<file path="src/rtl/mem_wb_stage.sv">
// MEM/WB pipeline register: selects and masks register-file write data, counts retirements,
// and latches a sticky halt on HLT.
//   state  | meaning
//   RUN    | capturing instructions from MEM normally
//   HALTED | HLT retired; only bubbles load until rst
module mem_wb_stage #(
    parameter bit R0_HARDWIRED = 1'b1
) (
    input  logic        clk,
    input  logic        rst,
    input  logic        stall,
    input  logic        flush,
    input  logic        in_valid,
    input  logic [15:0] mem_data,
    input  logic [15:0] alu_result,
    input  logic [7:0]  imm8,
    input  logic        mem_to_reg,
    input  logic        reg_write,
    input  logic [1:0]  wb_op,
    input  logic [3:0]  dst_reg,
    input  logic        hlt,
    output logic [15:0] wb_data,
    output logic        wb_we,
    output logic [3:0]  wb_dst,
    output logic [15:0] wb_bytesel,
    output logic        wb_halt,
    output logic [15:0] retire_cnt
);

    typedef enum logic {RUN, HALTED} state_t;

    state_t      state, state_nxt;
    logic [15:0] data_nxt, bytesel_nxt, cnt_nxt;
    logic        we_nxt;
    logic [3:0]  dst_nxt;

    logic [15:0] cap_data, cap_sel;
    logic        cap_we;

    always_comb begin
        cap_data = mem_to_reg ? mem_data : alu_result;
        cap_sel  = 16'hFFFF;
        case (wb_op)
            2'b01: begin
                cap_data = {8'h00, imm8};
                cap_sel  = 16'h00FF;
            end
            2'b10: begin
                cap_data = {imm8, 8'h00};
                cap_sel  = 16'hFF00;
            end
            default: ;
        endcase
        // HLT retires but never writes the register file
        cap_we = reg_write & ~hlt & ~(R0_HARDWIRED & (dst_reg == 4'h0));
    end

    always_comb begin
        state_nxt   = state;
        data_nxt    = wb_data;
        we_nxt      = wb_we;
        dst_nxt     = wb_dst;
        bytesel_nxt = wb_bytesel;
        cnt_nxt     = retire_cnt;
        if (flush || state == HALTED || (!stall && !in_valid)) begin
            data_nxt    = 16'h0000;
            we_nxt      = 1'b0;
            dst_nxt     = 4'h0;
            bytesel_nxt = 16'h0000;
        end else if (!stall) begin
            data_nxt    = cap_data;
            we_nxt      = cap_we;
            dst_nxt     = dst_reg;
            bytesel_nxt = cap_we ? cap_sel : 16'h0000;
            cnt_nxt     = retire_cnt + 16'd1;
            if (hlt) state_nxt = HALTED;
        end
    end

    always_ff @(posedge clk) begin
        if (rst) begin
            state      <= RUN;
            wb_data    <= 16'h0000;
            wb_we      <= 1'b0;
            wb_dst     <= 4'h0;
            wb_bytesel <= 16'h0000;
            retire_cnt <= 16'h0000;
        end else begin
            state      <= state_nxt;
            wb_data    <= data_nxt;
            wb_we      <= we_nxt;
            wb_dst     <= dst_nxt;
            wb_bytesel <= bytesel_nxt;
            retire_cnt <= cnt_nxt;
        end
    end

    assign wb_halt = (state == HALTED);

endmodule

</file>
<file path="config.mk">
export PLATFORM = sky130hd
export DESIGN_NAME = mem_wb_stage
export DESIGN_NICKNAME = d
export VERILOG_FILES = /design/src/rtl/mem_wb_stage.sv
export SDC_FILE = /design/constraint.sdc
export NUM_CORES = 1
export LEC_CHECK = 0
export ABC_AREA = 1
export BUFFER_PORTS_ARGS = -buffer_cell sky130_fd_sc_hd__buf_2
export CAP_MARGIN = 5
export CORE_MARGIN = 8
export CORE_UTILIZATION = 46
export DETAILED_ROUTE_END_ITERATION = 6
export PLACE_DENSITY_LB_ADDON = 0.25
export SYNTH_ARGS = -nofsm -noshare
export SYNTH_HDL_FRONTEND = slang
export SYNTH_SLANG_ARGS = --single-unit
</file>
<file path="constraint.sdc">
create_clock -name clk -period 1.7 [get_ports clk]
set_input_delay 0.34 -clock clk [delete_from_list [all_inputs] [get_ports clk]]
set_output_delay 0.34 -clock clk [all_outputs]
set_load 0.02 [all_outputs]
</file>
==> results.json <==
{
  "cts.clk_slew.worst_paths_ns": 0.08,
  "status": "complete, no violations",
  "path_max_fanout": 8,
  "clockBufferDepth": 2,
  "vias": 2380,
  "slew_headroom_pct": 62.6,
  "synth-xor-area-share_pct": 0.789,
  "cts_sinks": 40,
  "wl_per_cell_um": 13.7,
  "power_density_nw_per_um2": 688,
  "synth_compound_area_share_pct": 20.7,
  "crit_required_ns": 1.94,
  "postRouteAntennaNets": 0,
  "ys_seq_elements": 40,
  "slowest_delay_ns": 0.47,
  "die_w_um": 85.5,
  "place_inst": 467,
  "path_buf_inv": 3,
  "crit_chain": "buf_2 > inv_1 > ha_1 > nor2_1 > a21oi_1 > o21ai_0 > o211ai_1 > inv_1",
  "syn2layout_area_growth_pct": 26.4,
  "cpMaxStageDelayCell": "nor2_1",
  "postCtsSetupBuffers": 0,
  "fin_total_pwr_mw": 1.93,
  "n_antenna_cell": 0,
  "placed_cell_area_um2": 2720,
  "row_count": 25,
  "wl_um": 6490,
  "cts-buffers-inserted": 5,
  "finalSetupViolCount": 0,
  "final_util_pct": 59.8,
  "min_path_type": "primary input to register",
  "seq_area_frac_synth_pct": 36.1,
  "avgSynthCellArea_um2": 6.87,
  "grt_pass1_wl_um": 10500,
  "synth_top_family_by_area": "simple AND/OR/NAND/NOR gates",
  "ios": 108,
  "fin_tns_setup_ns": 0,
  "cts_hold_buf": 0,
  "final_area_um2": 2810,
  "crit_arrival_ns": 1.73,
  "start_util_pct": 47.3,
  "cpMostUsedCell": "inv_1",
  "fmax_mhz": 671,
  "dieArea_um2": 7300,
  "antenna_found_initial": 0,
  "synth_mux_area_share_pct": 0,
  "grt_pass1_vias": 2316,
  "synth_cell_type_count": 29,
  "htree_levels": 2,
  "p_leak_nw": 1.51,
  "first_pass_iters": 4,
  "grt_max_degree": 26,
  "synth_nets": 382,
  "rsz0062_at_grt": "false",
  "drv_slew": 0,
  "die-height_um": 85.5,
  "drc": 0,
  "crit_family": "simple AND/OR/NAND/NOR gates",
  "layoutNonFillerInstCount": 475,
  "cts_tree": "yes",
  "max-vdd-ir-drop_uv": 413,
  "gp_congestion": 0.836,
  "syn_area_um2": 2220,
  "core_area_um2": 4690,
  "nets": 479,
  "io_buffer_count": 107,
  "grt_use_total_pct": 17.6,
  "insertion_delay_ns": 0.29,
  "critPathLaunchType": "primary input",
  "worstMarginPinSlew_ns": 0.559,
  "hold_viol_final": 0,
  "yosys_warnings": 0,
  "min_period_over_period_pct": 87.7,
  "cts_root_buf": "clkbuf_8",
  "cts_resized": 0,
  "maxCapViolCount": 0,
  "critPathKind": "primary input to register",
  "synthAdderAreaFrac_pct": 2.82,
  "drive_gt1_share_pct": 30.6,
  "syn_inst": 323,
  "viasPerCell": 5.01,
  "min_period_ns": 1.49,
  "drt-initial-drc-count": 151,
  "synth_simple_gate_area_share_pct": 24.6,
  "overflow": 0,
  "dp_hpwl_um": 5040,
  "finClkSkew_ns": 0.00715,
  "end_kind": "register"
}
per-layer routing:
layer,vias to the layer above,share of wire (%),global-route usage [%]
met4,0,1.0,4.78
met3,8,9.3,6.85
met5,-,0,0
li1,1222,-,-
met1,1065,40,18.1
met2,85,49,32.2
through the flow:
| step | setup WS [ns] | hold WS (ns) |
|---|---|---|
| global route | 0.0581 | 0.315 |
| finish | 0.209 | 0.303 |
| detailed placement | -0.0371 | 0.458 |
| global placement | -0.00714 | 0.446 |
| floorplan | 0.271 | 0.484 |
| CTS | 0.258 | 0.295 |
kinds of logic (layout without fill, tap and decap cells):
| logic type | Yosys count | after routing |
|---|---|---|
| AO/OA/AOI/OAI | 83 | 83 |
| XOR/XNOR | 2 | 2 |
| adder cells (fa/ha/maj) | 5 | 5 |
| buffers and inverters | 70 | 168 |
| flip-flops | 40 | 40 |
| AND/OR/NAND/NOR | 123 | 123 |
power by group:
part	switching (mW)	total (mW)	internal [mW]
Clock	0.324	0.656	0.331
Sequential	0.0126	0.969	0.956
Combinational	0.185	0.307	0.122
Total	0.522	1.93	1.41
cell usage after synthesis:
cell	number	area [µm²]
or2_2	2	12.5
clkbuf_1	6	22.5
o21ai_0	32	160
inv_1	45	169
nand3_2	1	10.0
xnor2_1	1	8.76
nor2_1	46	173
o21a_1	1	7.51
nand3_1	9	45.0
buf_4	15	113
nor2_4	3	33.8
xor2_1	1	8.76
nor3_1	4	20.0
nand3b_1	1	7.51
a21oi_1	30	150
o211ai_1	16	120
nor3_2	1	10.0
clkinv_1	1	3.75
o21ai_1	3	15.0
nand2_1	51	191
clkinv_4	1	8.76
ha_1	5	62.6
buf_6	1	11.3
nand4_1	3	18.8
buf_2	1	5.00
dfxtp_1	40	801
nand3_4	1	17.5
nor2_2	1	6.26
o21bai_1	1	7.51
flip-flops by register name, summed over array words and instances, names as in the netlist:
signal,count
wb_halt,1
wb_data,16
wb_bytesel,2
wb_dst,4
retire_cnt,16
wb_we,1
cell type report:
type,instances,area [µm²]
Fill cell,458,1890
Multi-Input combinational cell,213,1090
Sequential cell,40,801
Timing Repair Buffer,113,581
Inverter,47,181
Clock buffer,8,90.1
Tap cell,54,67.6
worst reg2reg max path, stage by stage, from the launching register on:
cell	delay, ns
dfxtp_1	0.39
ha_1	0.22
inv_1	0.07
nor2_1	0.11
nand2_1	0.09
nor2_4	0.15
nand2_1	0.09
o21ai_0	0.16
nor2_1	0.05
final timing paths:
check | cells after the start | endpoint | from | slack [ns]
setup reg to reg | 8 | retire_cnt[8]$_SDFFE_PP0P_ | retire_cnt[0]$_SDFFE_PP0P_ | 0.28
hold reg to reg | 2 | wb_dst[0]$_SDFFE_PP0N_ | wb_dst[0]$_SDFFE_PP0N_ | 0.46
setup / recovery | 8 | wb_data[15]$_SDFFE_PP0N_ | wb_op[0] | 0.21
hold / removal | 3 | wb_dst[3]$_SDFFE_PP0N_ | dst_reg[3] | 0.30
cells in the final DEF (no fill, tap or decap):
cell type / netlist / routed
buf_2: 1 / 107
nand2_1: 51 / 51
nor2_1: 46 / 46
inv_1: 45 / 45
dfxtp_1: 40 / 40
o21ai_0: 32 / 32
a21oi_1: 30 / 30
o211ai_1: 16 / 16
nand3_1: 9 / 9
clkbuf_8: 0 / 6
buf_4: 15 / 6
ha_1: 5 / 5
nor3_1: 4 / 4
nor2_4: 3 / 3
o21ai_1: 3 / 3
nand4_1: 3 / 3
or2_2: 2 / 2
clkbuf_1: 6 / 2
xnor2_1: 1 / 1
clkinv_4: 1 / 1
nand3_4: 1 / 1
o21a_1: 1 / 1
o21bai_1: 1 / 1
xor2_1: 1 / 1
nor2_2: 1 / 1
clkinv_1: 1 / 1
nand3_2: 1 / 1
nor3_2: 1 / 1
nand3b_1: 1 / 1
No activity file was read; power rests on OpenSTA's default activity.
